`src/rtl/key_debounce_if.sv`:
```
// -----------------------------------------------------------------------------
// key_debounce_if
//   Bundle of key-level signals between the board-side key source and the
//   key_debounce block.
//
//   Signals:
//     SW_RAW      [7:0]  raw key levels, asynchronous, 0 = pressed
//     SW_DB       [7:0]  debounced key levels, 0 = pressed
//     PRESS       [7:0]  one-cycle strobe per key on accepted press
//     RELEASE     [7:0]  one-cycle strobe per key on accepted release
//     NOTE_IDX    [2:0]  index of highest-numbered key currently pressed
//     NOTE_VALID         1 when at least one key is pressed
//
//   Modports:
//     master  key source / consumer side (drives SW_RAW, observes results)
//     slave   key_debounce side (samples SW_RAW, drives results)
// -----------------------------------------------------------------------------
interface key_debounce_if;

    logic [7:0] SW_RAW;
    logic [7:0] SW_DB;
    logic [7:0] PRESS;
    logic [7:0] RELEASE;
    logic [2:0] NOTE_IDX;
    logic       NOTE_VALID;

    modport master (
        output SW_RAW,
        input  SW_DB,
        input  PRESS,
        input  RELEASE,
        input  NOTE_IDX,
        input  NOTE_VALID
    );

    modport slave (
        input  SW_RAW,
        output SW_DB,
        output PRESS,
        output RELEASE,
        output NOTE_IDX,
        output NOTE_VALID
    );

endinterface

```
`src/rtl/key_debounce.sv`:
```
// -----------------------------------------------------------------------------
// key_debounce
//   Input stage for the 8-key piano tone generator. Each raw switch level is
//   synchronised through two flops, debounced by a per-key counter, and
//   presented as a clean active-low level on SW_DB. Registered press/release
//   strobes and a priority-encoded note index accompany the levels.
//
//   Parameters:
//     DEBOUNCE_CYCLES  cycles a synchronised level must persist (2 .. 2^24-1)
//     NUM_KEYS         number of keys, fixed at 8
//
//   Ports:
//     CLK_IN   system clock (12 MHz)
//     RST_N    synchronous, active-low reset
//     kif      key_debounce_if.slave: SW_RAW in; SW_DB, PRESS, RELEASE,
//              NOTE_IDX, NOTE_VALID out
//
//   Build option:
//     KEY_TOGGLE_EN  when defined, each accepted press toggles a per-key latch
//                    and SW_DB (and the note encoder) follow the latch, so a
//                    first press holds a note and a second press silences it.
//                    PRESS/RELEASE still follow the physical debounced key.
// -----------------------------------------------------------------------------
module key_debounce #(
    parameter int DEBOUNCE_CYCLES = 240000,
    parameter int NUM_KEYS        = 8
) (
    input  logic         CLK_IN,
    input  logic         RST_N,
    key_debounce_if.slave kif
);

    localparam int CNT_W = (DEBOUNCE_CYCLES > 2) ? $clog2(DEBOUNCE_CYCLES) : 1;
    localparam logic [CNT_W-1:0] CNT_MAX = CNT_W'(DEBOUNCE_CYCLES - 1);

    logic [NUM_KEYS-1:0] sync1_q;
    logic [NUM_KEYS-1:0] sync2_q;
    logic [NUM_KEYS-1:0] stable_q;
    logic [NUM_KEYS-1:0] stable_d;
    logic [CNT_W-1:0]    cnt_q [NUM_KEYS];
    logic [CNT_W-1:0]    cnt_d [NUM_KEYS];
    logic [NUM_KEYS-1:0] press_d;
    logic [NUM_KEYS-1:0] release_d;
    logic [NUM_KEYS-1:0] press_q;
    logic [NUM_KEYS-1:0] release_q;
    logic [NUM_KEYS-1:0] sw_db;
    logic [2:0]          note_idx_q;
    logic [2:0]          note_idx_d;
    logic                note_valid_q;
    logic                note_valid_d;

    // -------------------------------------------------------------------------
    // Per-key debounce: count while the synchronised level disagrees with the
    // accepted level; accept on the cycle the count has reached its ceiling.
    // Any agreeing sample throws the partial count away.
    // -------------------------------------------------------------------------
    always_comb begin
        // NOTE: every combinational output gets a default before any branch so
        // no path leaves it unassigned (which would infer a latch).
        stable_d = stable_q;
        cnt_d    = '{default: '0};
        for (int i = 0; i < NUM_KEYS; i++) begin
            if (sync2_q[i] != stable_q[i]) begin
                if (cnt_q[i] == CNT_MAX) begin
                    stable_d[i] = sync2_q[i];
                end else begin
                    cnt_d[i] = cnt_q[i] + CNT_W'(1);
                end
            end
        end
        // Active-low levels: a 1 -> 0 transition is a press.
        press_d   = stable_q & ~stable_d;
        release_d = ~stable_q & stable_d;
    end

    // -------------------------------------------------------------------------
    // Output level selection
    // -------------------------------------------------------------------------
`ifdef KEY_TOGGLE_EN
    logic [NUM_KEYS-1:0] latch_q;

    always_ff @(posedge CLK_IN) begin
        if (!RST_N) begin
            latch_q <= '1;
        end else begin
            latch_q <= latch_q ^ press_d;
        end
    end

    assign sw_db = latch_q;
`else
    assign sw_db = stable_q;
`endif

    // -------------------------------------------------------------------------
    // Note encoder: highest-numbered pressed key wins; index is held while no
    // key is down so display logic keeps showing the last note.
    // -------------------------------------------------------------------------
    always_comb begin
        note_valid_d = |(~sw_db);
        note_idx_d   = note_idx_q;
        for (int i = 0; i < NUM_KEYS; i++) begin
            if (!sw_db[i]) begin
                note_idx_d = 3'(i);
            end
        end
    end

    // -------------------------------------------------------------------------
    // State registers (synchronous reset)
    // -------------------------------------------------------------------------
    // NOTE: sequential state uses non-blocking assignments so every register
    // samples pre-edge values regardless of statement order.
    always_ff @(posedge CLK_IN) begin
        if (!RST_N) begin
            sync1_q      <= '1;
            sync2_q      <= '1;
            stable_q     <= '1;
            press_q      <= '0;
            release_q    <= '0;
            note_idx_q   <= '0;
            note_valid_q <= 1'b0;
            // NOTE: the counter array is reset explicitly so a reset arriving
            // mid-debounce discards any partial count.
            for (int i = 0; i < NUM_KEYS; i++) begin
                cnt_q[i] <= '0;
            end
        end else begin
            sync1_q      <= kif.SW_RAW;
            sync2_q      <= sync1_q;
            stable_q     <= stable_d;
            press_q      <= press_d;
            release_q    <= release_d;
            note_idx_q   <= note_idx_d;
            note_valid_q <= note_valid_d;
            for (int i = 0; i < NUM_KEYS; i++) begin
                cnt_q[i] <= cnt_d[i];
            end
        end
    end

    assign kif.SW_DB      = sw_db;
    assign kif.PRESS      = press_q;
    assign kif.RELEASE    = release_q;
    assign kif.NOTE_IDX   = note_idx_q;
    assign kif.NOTE_VALID = note_valid_q;

endmodule

```
`src/flat_wrapper.sv`:
```
// flat-port wrapper written by rule: the top's interface ports become plain ports
module key_debounce_flat 
#(
    parameter int DEBOUNCE_CYCLES = 240000,
    parameter int NUM_KEYS        = 8
)
  (CLK_IN, RST_N, kif_SW_RAW, kif_SW_DB, kif_PRESS, kif_RELEASE, kif_NOTE_IDX, kif_NOTE_VALID);
  key_debounce_if kif_i ();
  input  logic CLK_IN;
  input  logic RST_N;
  input wire logic [$bits(kif_i.SW_RAW)-1:0] kif_SW_RAW;
  output wire logic [$bits(kif_i.SW_DB)-1:0] kif_SW_DB;
  output wire logic [$bits(kif_i.PRESS)-1:0] kif_PRESS;
  output wire logic [$bits(kif_i.RELEASE)-1:0] kif_RELEASE;
  output wire logic [$bits(kif_i.NOTE_IDX)-1:0] kif_NOTE_IDX;
  output wire logic [$bits(kif_i.NOTE_VALID)-1:0] kif_NOTE_VALID;
  assign kif_i.SW_RAW = kif_SW_RAW;
  assign kif_SW_DB = kif_i.SW_DB;
  assign kif_PRESS = kif_i.PRESS;
  assign kif_RELEASE = kif_i.RELEASE;
  assign kif_NOTE_IDX = kif_i.NOTE_IDX;
  assign kif_NOTE_VALID = kif_i.NOTE_VALID;
  key_debounce #(.DEBOUNCE_CYCLES(DEBOUNCE_CYCLES), .NUM_KEYS(NUM_KEYS)) u_core (.CLK_IN(CLK_IN), .RST_N(RST_N), .kif(kif_i));
endmodule
```
`config.mk`:
```
export PLATFORM = sky130hd
export DESIGN_NAME = key_debounce_flat
export DESIGN_NICKNAME = d
export VERILOG_FILES = /design/src/rtl/key_debounce_if.sv /design/src/rtl/key_debounce.sv /design/src/flat_wrapper.sv
export SDC_FILE = /design/constraint.sdc
export NUM_CORES = 1
export LEC_CHECK = 0
export BUFFER_PORTS_ARGS = -buffer_cell sky130_fd_sc_hd__buf_4
export CAP_MARGIN = 40
export CORE_MARGIN = 2
export CORE_UTILIZATION = 36
export CTS_BUF_LIST = sky130_fd_sc_hd__clkbuf_4 sky130_fd_sc_hd__clkbuf_8
export DETAILED_ROUTE_END_ITERATION = 8
export GPL_ROUTABILITY_DRIVEN = 0
export SKIP_LAST_GASP = 1
export SLEW_MARGIN = 30
export SYNTH_ARGS = -nofsm -noshare
export SYNTH_HDL_FRONTEND = slang
export SYNTH_SLANG_ARGS = --single-unit
```
`constraint.sdc`:
```
create_clock -name CLK_IN -period 1.7 [get_ports CLK_IN]
set_input_delay 0.255 -clock CLK_IN [delete_from_list [all_inputs] [get_ports CLK_IN]]
set_output_delay 0.255 -clock CLK_IN [all_outputs]
set_load 0.05 [all_outputs]
```
Word-level counts from Yosys, hierarchy flattened
Memories as Yosys holds them, arrays and structs flattened. Index checks and enable logic that the tools add are counted.

Reduce and logical (&&, ||, !) cells: 1. Multiplexer cells: 50. Eq/ne operators: 17. Bitwise operators: 12. $add $sub $neg: 8.

Operators with widths (count): 18-bit 2-to-1 mux (24); 18-bit by 1-bit adder with 18-bit output (second input constant) (8); 18-bit == test (second input constant) (8); 3-bit 2-to-1 mux (8); 1-bit 2-to-1 mux (18); 8-bit AND (2); 8-bit inverter (2); 1-bit != test (8); 8-bit != test (second input constant) (1); 1-bit OR (8); 8-bit OR reduction (1).

Memories: 1. RAM bits: 144. Bits in registers: 44.

Memories: u_core.cnt_q (depth 8, width 18, rd ports 8, clocked after Yosys merged registers in 0, write ports 8, RTL line key_debounce.sv:40) `logic [CNT_W-1:0] cnt_q [NUM_KEYS];`.

Depth between registers and ports, before layout
Gate-level depths: netlist (run 1).

Depth in word-level cells: 8. Depth in mapped cells: 7.

Least setup slack after synthesis (run 1)
Ideal clock, no wire load.

Kind: register to register. Start: memory u_core.cnt_q[0][43] (netlist bit). End: memory u_core.cnt_q[0][45] (netlist bit). Arrival time: 1809 ps. Setup time: 115 ps. Slack: -223 ps. Data required time: 1585 ps. Buffers on the path: 1. Stages on the path, launching flop included: 6. Path through: dfxtp_1 > or4b_1 > or4_4 > o211ai_4 > buf_6 > nor2_1.

RTL lines (RTL line): start: declaration (key_debounce.sv:40).

==> reports/qor.tcl, run 1 <==
set qor(status) {finished, violations left}
set qor(failed_checks) {setup timing}
set qor(antenna-diode-count) 0
set qor(route.final.wire_length_mm) 15.9
set qor(cts_inserted_buffers) 17
set qor(worstPathArrival_ns) 2.17
set qor(globalRouteTotalUtil_pct) 14.1
set qor(setup.worst_path.end) {u_core.kif.SW_DB[2]}
set qor(floorplan.initialDensity_pct) 36.4
set qor(rr_startpoint) {u_core.cnt_q[0][45]}
set qor(hold_slack_ns) 0.110
set qor(crit-reg2reg-capture) {u_core.kif.SW_DB[2]}
set qor(max-cap-violations) 0
set qor(post-route-period-util_pct) 108
set qor(drt_iter0_markers) 298
set qor(synthesis_to_layout_area_growth_pct) 22.1
set qor(skew_ns) 0.0135
set qor(minimum_setup_slack_after_placement_ns) -0.137
set qor(nNetsFinal) 1020
set qor(grt_setup_unrepaired) {true}
set qor(netlist_area_mm2) 0.00788
set qor(port_buf_inserts) 37
set qor(reg2reg_slack_ns) -0.13
set qor(timing.slew.headroom_pct) 72.7
set qor(final_setup_violating_endpoints) 39
set qor(floorplan.die.height_um) 152
set qor(die_w_um) 152
set qor(hold_viol) 0
set qor(vias_in_the_first_global_route) 5948
set qor(clock_root_buffer_master) {sky130_fd_sc_hd__clkbuf_8}
set qor(max-vdd-ir-drop_uv) 457
set qor(die-area_mm2) 0.0231
set qor(number_of_design_rule_violations_left_after_detail_routing) 0
set qor(powerDensity_mw_per_mm2) 760
set qor(worst_slack_ns) -0.134
set qor(finalSetupTns_ns) -3.10
set qor(drive_gt1_share_pct) 18.5
set qor(final_max_slew_viol_count) 0
set qor(worst_skew_pair.late_latency_ns) 0.46
set qor(synthArstFlopShare_pct) 0
set qor(post_syn_area_per_cell_um2) 8.94
set qor(worstSetupPathType) {flop to flop}
set qor(dominantRegCellSynth) {sky130_fd_sc_hd__dfxtp_1}
set qor(period_minus_slack_ns) 1.83
set qor(grt_start_max_net_pins) 26
set qor(grt_antenna_before_repair) 0
set qor(endpoint_kind) {flop}
set qor(critical_path.startpoint) {u_core.cnt_q[0][45]}
set qor(detailed_place_hpwl_mm) 11.6
set qor(htree_num_levels) 4
set qor(wl_per_cell_um) 12.3
set qor(yosys_register_bits) 188
set qor(layoutNonFillerInstCount) 1293
set qor(vias) 6363
set qor(count_of_distinct_cell_types_in_the_synthesized_netlist) 48
set qor(number_of_clock_sinks) 188
set qor(synthesis.nets) 899
set qor(core_region_area_mm2) 0.0216
set qor(cts_buffer_depth) 2
set qor(post_drt_via_cell_ratio) 4.92
set qor(synth-edff-count) 0
set qor(clk_pin_slew_worst_paths_ns) 0.09
set qor(syn_inst) 881
set qor(worst_setup_path_start_kind) {flop}
set qor(rr_worst_depth) 5
set qor(ioPinCount) 38
set qor(globalRouteOverflowTotal) 0
set qor(seq_area_frac_synth_pct) 47.8
set qor(grt_first_pass_wirelength_mm) 27.6
set qor(detail_route.first_pass.iterations) 4
set qor(synthesis.yosys.warnings) 0
set qor(fillers) 2147
set qor(totalPowerFinal_uw) 7310
set qor(power_leakage_uw) 0.00330
set qor(placementRows) 54
set qor(tightestPinTransition_ns) 0.409
set qor(cp_max_fo) 3
set qor(tritoncts) {built}
set qor(fmax_mhz) 545
set qor(placedCellCount) 1254
set qor(postRouteAntennaNets) 0
set qor(hold_class) {input pin to flop}
set qor(worstPathRequired_ns) 2.03
## timing repair
action | CTS | global route
setup buffers | 1 | 0
hold buffers | 8 | 0
gates resized for setup | 3 | 13
setup endpoints to repair | 38 | 49
hold endpoints to repair | 8 | 0
pin swaps | 1 | 3
## synth_stat cells (all sizes together) (5+ instances only)
cell type	number	area share [%]
o21ai	28	1.8
nand2b	16	1.3
nor4	14	1.1
and4	14	1.6
nand4	46	3.7
o31ai	11	1.0
nand3	53	3.4
inv	28	1.3
buf	7	0.60
or4	18	1.8
and3	25	2.0
nor4b	5	0.56
a21oi	36	2.3
nor2	131	6.2
or3	22	1.7
nor2b	11	0.87
nor3	17	1.1
and2	6	0.48
clkbuf	18	1.1
dfxtp	188	48
nand2	49	2.3
ha	8	1.3
xor2	52	5.8
xnor2	44	4.9
## how the worst min path moves through the flow
stage / start / to / depth (start not counted)
after floorplan: kif_SW_RAW[0] / u_core.sync1_q[0] / 1
after global placement: u_core.sync1_q[5] / u_core.sync2_q[5] / 1
after detailed placement: u_core.sync1_q[7] / u_core.sync2_q[7] / 1
after CTS: RST_N / u_core.sync1_q[4] / 2
after global routing: RST_N / u_core.sync1_q[1] / 2
final: RST_N / u_core.sync1_q[4] / 2
## final cells by class
type / instances / area (µm²) / area share [%]
Multi-Input combinational cell: 640 / 3970 / 41.2
Sequential cell: 188 / 3780 / 39.3
Timing Repair Buffer: 127 / 1060 / 11.0
Tap cell: 280 / 350 / 3.64
Clock buffer: 19 / 262 / 2.72
Inverter: 28 / 105 / 1.09
Clock inverter: 11 / 96.3 / 1.00
## logic make-up after synthesis
| kind of cell | after synthesis | synth area share (%) |
|---|---|---|
| compound gates | 95 | 7.66 |
| xor+xnor | 96 | 10.7 |
| fa+ha+maj | 8 | 1.27 |
| buf+inv | 53 | 3.05 |
| flops | 188 | 47.8 |
| simple gates | 441 | 29.6 |
## power by group
part / switching (µW) / total (µW) / internal [µW]
registers: 12.2 / 4430 / 4420
logic: 74.5 / 146 / 71.2
clock network: 1520 / 2730 / 1210
total: 1610 / 7310 / 5710
## metal layers
layer  track usage (%)  share of wire [%]
met3              3.34                2.9
met4              4.01                1.1
met1              18.6                 50
met2              23.3                 46
met5                 0                  0
## cells in the final DEF (no fill, tap or decap), drive strengths merged, types with 25 or more instances in the layout
| cell | n |
|---|---|
| and3 | 25 |
| nand4 | 46 |
| nand3 | 53 |
| o21ai | 28 |
| a21oi | 36 |
| nand2 | 49 |
| buf | 119 |
| xor2 | 52 |
| nor2 | 131 |
| dfxtp | 188 |
| xnor2 | 44 |
| inv | 29 |
## critical path, stage by stage, from the launching register on
cell and delay, ns:
sky130_fd_sc_hd__dfxtp_2 0.32, sky130_fd_sc_hd__or4b_1 0.51, sky130_fd_sc_hd__or4_4 0.45, sky130_fd_sc_hd__buf_4 0.17, sky130_fd_sc_hd__o21ai_0 0.16, sky130_fd_sc_hd__nand3b_1 0.10
## state kept, by name, indices dropped and copies added, names as in the netlist
register,count
u_core.kif.SW_DB,8
u_core.sync1_q,8
u_core.sync2_q,8
u_core.kif.PRESS,8
u_core.cnt_q,144
u_core.kif.RELEASE,8
u_core.kif.NOTE_IDX,3
u_core.kif.NOTE_VALID,1
## per-stage QoR
| stage | cell area, µm² | utilization [%] |
|---|---|---|
| 4_1_cts | 9580 | 44.3 |
| 3_3_place_gp | 9120 | 42.2 |
| 2_1_floorplan | 7950 | - |
| 3_5_place_dp | 9120 | 42.2 |
| 6_report | 9620 | 44.5 |
| 5_1_grt | 9620 | 44.5 |
(Power assumes the default switching activity.)
==> run 2, diff against run 1 <==
RECOVER_POWER = 50   (was unset)
==> run 2 against run 1 <==
Compared with the run above: the run still ends with setup timing left; global-route usage unchanged; sequential power about the same; clock power about the same; setup slack got worse by 0.0015 ns.
==> reports/qor.tcl, run 2 (synthesis results as in run 1) <==
set qor(vias_in_the_first_global_route) 5948 ;# unchanged
set qor(post_drt_via_cell_ratio) 4.93 ;# +0.19%
set qor(worstSetupPathType) {flop to flop}
set qor(final_setup_violating_endpoints) 39 ;# unchanged
set qor(route.final.wire_length_mm) 15.9 ;# about the same
set qor(critical-path-top-delay-family) {simple AND/OR/NAND/NOR gates}
set qor(fillers) 2167 ;# +0.93%
set qor(critical_path.n_buffers_inverters) 1 ;# unchanged
set qor(skew_ns) 0.0127 ;# -0.000870 ns
set qor(rr_startpoint) {u_core.cnt_q[0][45]}
set qor(largest_register_ffs) 144 ;# unchanged
set qor(placedCellCount) 1254 ;# unchanged
set qor(htree_num_levels) 4 ;# unchanged
set qor(placementRows) 54 ;# unchanged
set qor(layoutNonFillerInstCount) 1293 ;# unchanged
set qor(grt_first_pass_wirelength_mm) 27.6 ;# unchanged
set qor(floorplan.initialDensity_pct) 36.4 ;# unchanged
set qor(status) {finished, violations left}
set qor(drt_iter0_markers) 282 ;# -5.4%
set qor(ioPinCount) 38 ;# unchanged
set qor(max_flop_register) {u_core.cnt_q}
set qor(max_stage_delay_ns) 0.51 ;# about the same
set qor(worst_setup_path_start_kind) {flop}
set qor(max-cap-violations) 0 ;# unchanged
set qor(final_cell_mix) {sky130_fd_sc_hd__dfxtp_1 (176), sky130_fd_sc_hd__nor2_1 (129), sky130_fd_sc_hd__buf_4 (73)}
set qor(hold_slack_ns) 0.105 ;# -0.00513 ns
set qor(detailed_place_hpwl_mm) 11.6 ;# unchanged
set qor(totalPowerFinal_uw) 7320 ;# about the same
set qor(cts_inserted_buffers) 17 ;# unchanged
set qor(power_leakage_uw) 0.00323 ;# -2.1%
set qor(tightestPinTransition_ns) 0.596 ;# +0.186 ns
set qor(regArea_mm2) 0.00378 ;# unchanged
set qor(number_of_design_rule_violations_left_after_detail_routing) 0 ;# unchanged
set qor(postRouteAntennaNets) 0 ;# unchanged
set qor(globalRouteTotalUtil_pct) 14.1 ;# unchanged
set qor(port_buf_inserts) 37 ;# unchanged
set qor(detail_route.first_pass.iterations) 4 ;# unchanged
set qor(grt_antenna_before_repair) 0 ;# unchanged
set qor(hold_class) {input pin to flop}
set qor(die_w_um) 152 ;# unchanged
set qor(drive_gt1_share_pct) 17.2 ;# -1.3 points
set qor(hold_viol) 0 ;# unchanged
set qor(minimum_setup_slack_after_placement_ns) -0.137 ;# unchanged
set qor(post-route-period-util_pct) 108 ;# about the same
set qor(timing.critical_path.slowest_stage_cell) {sky130_fd_sc_hd__or4b_1}
set qor(clk_pin_slew_worst_paths_ns) 0.09 ;# about the same
set qor(cp_max_fo) 3 ;# unchanged
set qor(cts_buffer_depth) 2 ;# unchanged
set qor(period_minus_slack_ns) 1.84 ;# +0.00148 ns
set qor(worst_skew_pair.late_latency_ns) 0.46 ;# about the same
set qor(synthesis_to_layout_area_growth_pct) 20.5
set qor(critical_path.cell_chain) {or4b_1 > or4_4 > buf_4 > o21ai_0 > nand3b_1}
set qor(die-area_mm2) 0.0231 ;# unchanged
set qor(fmax_mhz) 545 ;# about the same
set qor(number_of_clock_sinks) 188 ;# unchanged
set qor(critical_path.startpoint) {u_core.cnt_q[0][45]}
set qor(mostFrequentLayoutCell) {sky130_fd_sc_hd__dfxtp_1}
set qor(nNetsFinal) 1020 ;# unchanged
set qor(max-vdd-ir-drop_uv) 461 ;# +0.92%
set qor(grt_setup_unrepaired) {true}
set qor(core_region_area_mm2) 0.0216 ;# unchanged
set qor(wl_per_cell_um) 12.3 ;# about the same
set qor(antenna-diode-count) 0 ;# unchanged
set qor(clock_root_buffer_master) {sky130_fd_sc_hd__clkbuf_8}
set qor(placement.cell_area_mm2) 0.00912 ;# unchanged
set qor(timing.slew.headroom_pct) 60.5 ;# -12 points
set qor(powerDensity_mw_per_mm2) 771 ;# +1.3%
set qor(tritoncts) {built}
set qor(worstPathArrival_ns) 2.17 ;# about the same
set qor(final_max_slew_viol_count) 0 ;# unchanged
set qor(finalInstanceArea_mm2) 0.00949 ;# -1.3%
set qor(floorplan.die.height_um) 152 ;# unchanged
set qor(vias) 6375 ;# +0.19%
set qor(worstPathRequired_ns) 2.03 ;# about the same
set qor(globalRouteOverflowTotal) 0 ;# unchanged
set qor(worstHoldStart) {RST_N}
set qor(failed_checks) {setup timing}
set qor(grt_start_max_net_pins) 26 ;# unchanged
set qor(worst_slack_ns) -0.136 ;# -0.00148 ns
set qor(area_of_combinational_cells_with_multiple_inputs_mm2) 0.00395 ;# -0.41%
set qor(endpoint_kind) {flop}
-- run 2: cell type report --
class / count / area share [%]
multi-input combinational: 640 / 41.6
clock buffer: 19 / 2.75
tap: 280 / 3.69
sequential: 188 / 39.8
clock inverter: 11 / 1.01
inverter: 28 / 1.11
timing repair buffer: 127 / 10.0
-- run 2: what timing repair did --
item | 4_1_cts | 5_1_grt
endpoints found under the setup margin | 38 | 49
hold buffers | 8 | 0
buffers inserted | 1 | 0
pin swaps | 1 | 3
hold endpoints to repair | 8 | 0
resized for setup | 3 | 13
-- run 2: report_power, final --
part	total [µW]	internal [µW]	switching, µW
clock network	2740	1210	1530
registers	4430	4420	12.2
logic	139	65.8	73.3
total	7320	5700	1620
-- run 2: path summary, 6_finish.rpt --
check                           cells past startpoint  slack (ns)                   to
worst max-delay path                                5       -0.14  u_core.kif.SW_DB[2]
worst min-delay path                                2        0.11    u_core.sync1_q[4]
worst max register to register                      5       -0.14  u_core.kif.SW_DB[2]
worst min register to register                      1        0.41    u_core.sync2_q[7]
-- run 2: metrics by stage --
stage,TNS (ns),utilization (%)
after floorplan,-2.63,-
after global placement,-2.47,42.2
after detailed placement,-2.58,42.2
after CTS,-3.31,44.3
after global routing,-8.25,43.9
final,-3.15,43.9
-- run 2: layer usage --
layer / global-route usage [%] / routed length, µm / vias up
li1: - / - / 3345
met1: 18.6 / 7930 / 2955
met2: 23.3 / 7370 / 61
met3: 3.34 / 465 / 14
met4: 4.01 / 173 / 0
met5: 0 / 0 / -
==> run 3, diff against run 2 <==
ABC_AREA = 1   (was unset)
==> run 3 against run 2 <==
Compared with the run above: the flow now finishes without violations; via count is 21% higher; synthesized cell count is 47% higher; sequential share of layout area is 2.8 points lower; synthesized area is 14% higher; routed wire length is 17% higher; clock power is 9.5% higher; first-iteration DRC count is 48% higher; sequential power hardly changed.
==> reports/qor.tcl, run 3 <==
set qor(die-area_mm2) 0.0263 ;# +14%
set qor(largest_register_ffs) 144 ;# unchanged
set qor(synthArstFlopShare_pct) 0 ;# unchanged
set qor(critical_path.startpoint) {u_core.kif.SW_DB[2]}
set qor(final_core_util_pct) 41.6 ;# -2.3 points
set qor(net-switching-power_uw) 1700 ;# +5.5%
set qor(placedCellCount) 1658 ;# +32%
set qor(mostFrequentLayoutCell) {sky130_fd_sc_hd__nand2_1}
set qor(floorplan.die.height_um) 162 ;# +6.8%
set qor(timing.critical_path.slowest_stage_cell) {sky130_fd_sc_hd__dfxtp_1}
set qor(vias) 7689 ;# +21%
set qor(route.final.wire_length_mm) 18.7 ;# +17%
set qor(cp_max_fo) 9 ;# +6
set qor(timing.slew.headroom_pct) 59.4 ;# -1.1 points
set qor(totalPowerFinal_uw) 7590 ;# +3.7%
set qor(die_w_um) 162 ;# +6.8%
set qor(layoutNonFillerInstCount) 1700 ;# +31%
set qor(reg2reg_slack_ns) 0.13 ;# +0.26 ns
set qor(power.share.combinational_pct) 2.0 ;# about the same
set qor(final_max_slew_viol_count) 0 ;# unchanged
set qor(drt_iter0_markers) 418 ;# +48%
set qor(dominantRegCellSynth) {sky130_fd_sc_hd__dfxtp_1}
set qor(postRouteAntennaNets) 0 ;# unchanged
set qor(number_of_clock_sinks) 188 ;# unchanged
set qor(synthesis.yosys.warnings) 0 ;# unchanged
set qor(tritoncts) {built}
set qor(vias_in_the_first_global_route) 7106 ;# +19%
set qor(cts_inserted_buffers) 17 ;# unchanged
set qor(internal_power_uw) 5880 ;# +3.2%
set qor(synth_largest_area_cell) {sky130_fd_sc_hd__dfxtp_1}
set qor(worstPathArrival_ns) 1.32 ;# -0.85 ns
set qor(hold_class) {input pin to flop}
set qor(yosys_register_bits) 188 ;# unchanged
set qor(worstPathRequired_ns) 1.44 ;# -0.59 ns
set qor(fillers) 2540 ;# +17%
set qor(port_buf_inserts) 37 ;# unchanged
set qor(crit-reg2reg-capture) {u_core.cnt_q[0][39]}
set qor(post-route-period-util_pct) 92.4 ;# -16 points
set qor(post_syn_area_per_cell_um2) 6.98 ;# -22%
set qor(p_clk_share_pct) 39.6 ;# +2.1 points
set qor(status) {finished, final reports clean}
set qor(count_of_distinct_cell_types_in_the_synthesized_netlist) 30 ;# -38%
set qor(grt_start_max_net_pins) 22 ;# -15%
set qor(clock_root_buffer_master) {sky130_fd_sc_hd__clkbuf_8}
set qor(hold_slack_ns) 0.182 ;# +0.0769 ns
set qor(placementRows) 57 ;# +5.6%
set qor(synth_top_cells_by_area) {sky130_fd_sc_hd__dfxtp_1 (42%), sky130_fd_sc_hd__nand2_1 (12%), sky130_fd_sc_hd__nor2_1 (11%), sky130_fd_sc_hd__inv_1 (6.4%), sky130_fd_sc_hd__xor2_1 (4.8%)}
set qor(floorplan.initialDensity_pct) 36.8 ;# +0.41 points
set qor(setup.worst_path.end) {kif_SW_DB[2]}
set qor(powerDensity_mw_per_mm2) 745 ;# -3.3%
set qor(final_setup_violating_endpoints) 0 ;# -100%
set qor(number_of_design_rule_violations_left_after_detail_routing) 0 ;# unchanged
set qor(detailed_place_hpwl_mm) 14.0 ;# +20%
set qor(nNetsFinal) 1381 ;# +35%
set qor(globalRouteOverflowTotal) 0 ;# unchanged
set qor(critical_path.cell_chain) {buf_4}
set qor(clk_pin_slew_worst_paths_ns) 0.09 ;# about the same
set qor(synthesis_to_layout_area_growth_pct) 13.0
set qor(synthesis.nets) 1309 ;# +46%
set qor(wl_per_cell_um) 11.0 ;# -11%
set qor(endpoint_kind) {output port}
set qor(relative_contribution_of_sequential_cells_to_total_power_pct) 58.5 ;# -2.1 points
set qor(max_stage_delay_ns) 0.58 ;# +0.07 ns
set qor(post_drt_via_cell_ratio) 4.52 ;# -8.3%
set qor(ioPinCount) 38 ;# unchanged
set qor(critical_path.n_buffers_inverters) 1 ;# unchanged
set qor(drive_gt1_share_pct) 10.8 ;# -6.3 points
set qor(grt_antenna_before_repair) 0 ;# unchanged
set qor(antenna-diode-count) 0 ;# unchanged
set qor(worst_setup_path_start_kind) {flop}
set qor(skew_ns) 0.0124 ;# -0.000268 ns
set qor(rr_worst_depth) 9 ;# +4
set qor(fmax_mhz) 636 ;# +17%
set qor(htree_num_levels) 4 ;# unchanged
set qor(netlist_area_mm2) 0.00901 ;# +14%
set qor(worst_skew_pair.late_latency_ns) 0.45 ;# about the same
set qor(period_minus_slack_ns) 1.57 ;# -0.264 ns
set qor(worst-path-stages) 1 ;# -4
set qor(grt_first_pass_wirelength_mm) 32.4 ;# +18%
set qor(core_region_area_mm2) 0.0245 ;# +13%
set qor(critical-path-top-delay-family) {flip-flops}
set qor(detail_route.first_pass.iterations) 5 ;# +1
set qor(synth_top_cell_area_share_pct) 41.8 ;# -6.0 points
set qor(seq_area_frac_synth_pct) 41.8 ;# -6.0 points
set qor(hold_viol) 0 ;# unchanged
set qor(power_leakage_uw) 0.00355 ;# +10%
set qor(worst_slack_ns) 0.129 ;# +0.264 ns
set qor(post_synth_most_frequent_cells) {sky130_fd_sc_hd__nand2_1 (294), sky130_fd_sc_hd__nor2_1 (268), sky130_fd_sc_hd__dfxtp_1 (188)}
set qor(tightestPinTransition_ns) 0.612 ;# +0.0165 ns
set qor(worstSetupPathType) {flop to output port}
set qor(rr_startpoint) {u_core.cnt_q[0][37]}
set qor(globalRouteTotalUtil_pct) 14.9 ;# +0.71 points
set qor(max_flop_register) {u_core.cnt_q}
set qor(final_cell_mix) {sky130_fd_sc_hd__nand2_1 (294), sky130_fd_sc_hd__nor2_1 (268), sky130_fd_sc_hd__dfxtp_1 (188)}
set qor(syn_inst) 1291 ;# +47%
set qor(max-cap-violations) 0 ;# unchanged
set qor(max-vdd-ir-drop_uv) 405 ;# -12%
set qor(post-synth-top-count-cell) {sky130_fd_sc_hd__nand2_1}
set qor(cts_buffer_depth) 2 ;# unchanged
set qor(swShare_pct) 22.5 ;# +0.39 points
set qor(synth-edff-count) 0 ;# unchanged
set qor(minimum_setup_slack_after_placement_ns) 0.114 ;# +0.250 ns
run 3: per-layer routing:
metal | track usage [%] | part of all wire (%) | vias to the layer above
met2 | 24.3 | 45 | 101
met3 | 3.29 | 3.6 | 6
met1 | 20.1 | 51 | 3393
met5 | 0 | 0 | -
met4 | 3.34 | 0.69 | 0
li1 | - | - | 4189
run 3: power by group through the flow:
stage	Clock (µW)	Sequential [µW]	Combinational, µW
finish	3000	4440	148
detailed placement	0	4540	135
global route	3300	4440	167
CTS	3140	4440	151
global placement	0	4540	134
floorplan	0	4540	86.1
run 3: timing repair:
action | 4_1_cts | 5_1_grt
hold buffers | 8 | 0
resized for setup | 0 | 4
hold endpoints to repair | 8 | 0
endpoints found under the setup margin | 0 | 35
buffers inserted | 0 | 2
run 3: worst min-delay path by stage:
stage	cells past startpoint	from	slack (ns)	end
detailed placement	1	u_core.sync1_q[7]	0.40	u_core.sync2_q[7]
floorplan	1	kif_SW_RAW[0]	0.36	u_core.sync1_q[0]
CTS	3	RST_N	0.15	u_core.kif.SW_DB[2]
global placement	1	u_core.sync1_q[2]	0.40	u_core.sync2_q[2]
finish	3	RST_N	0.18	u_core.kif.SW_DB[2]
global route	3	RST_N	0.17	u_core.kif.SW_DB[2]
run 3: stage by stage:
step | TNS (ns) | instance area [µm²]
floorplan | 0 | 9010
global placement | 0 | 9750
detailed placement | 0 | 9750
CTS | 0 | 10200
global route | -0.0227 | 10200
finish | 0 | 10200
run 3: cells by family after synthesis:
logic type               Yosys count  share of synthesized area, %
AND/OR/NAND/NOR                  781                          38.4
buffers and inverters            170                          7.83
flip-flops                       188                          41.8
adder cells (fa/ha/maj)            8                          1.11
AO/OA/AOI/OAI                     80                          4.64
XOR/XNOR                          64                          6.22
run 3: cell type report:
class / instances / area (µm²) / share of cell area (%)
Multi-Input combinational cell: 933 / 4550 / 44.7
Sequential cell: 188 / 3760 / 37.0
Inverter: 155 / 582 / 5.71
Timing Repair Buffer: 68 / 480 / 4.72
Tap cell: 324 / 405 / 3.98
Clock buffer: 20 / 263 / 2.58
Clock inverter: 12 / 139 / 1.36
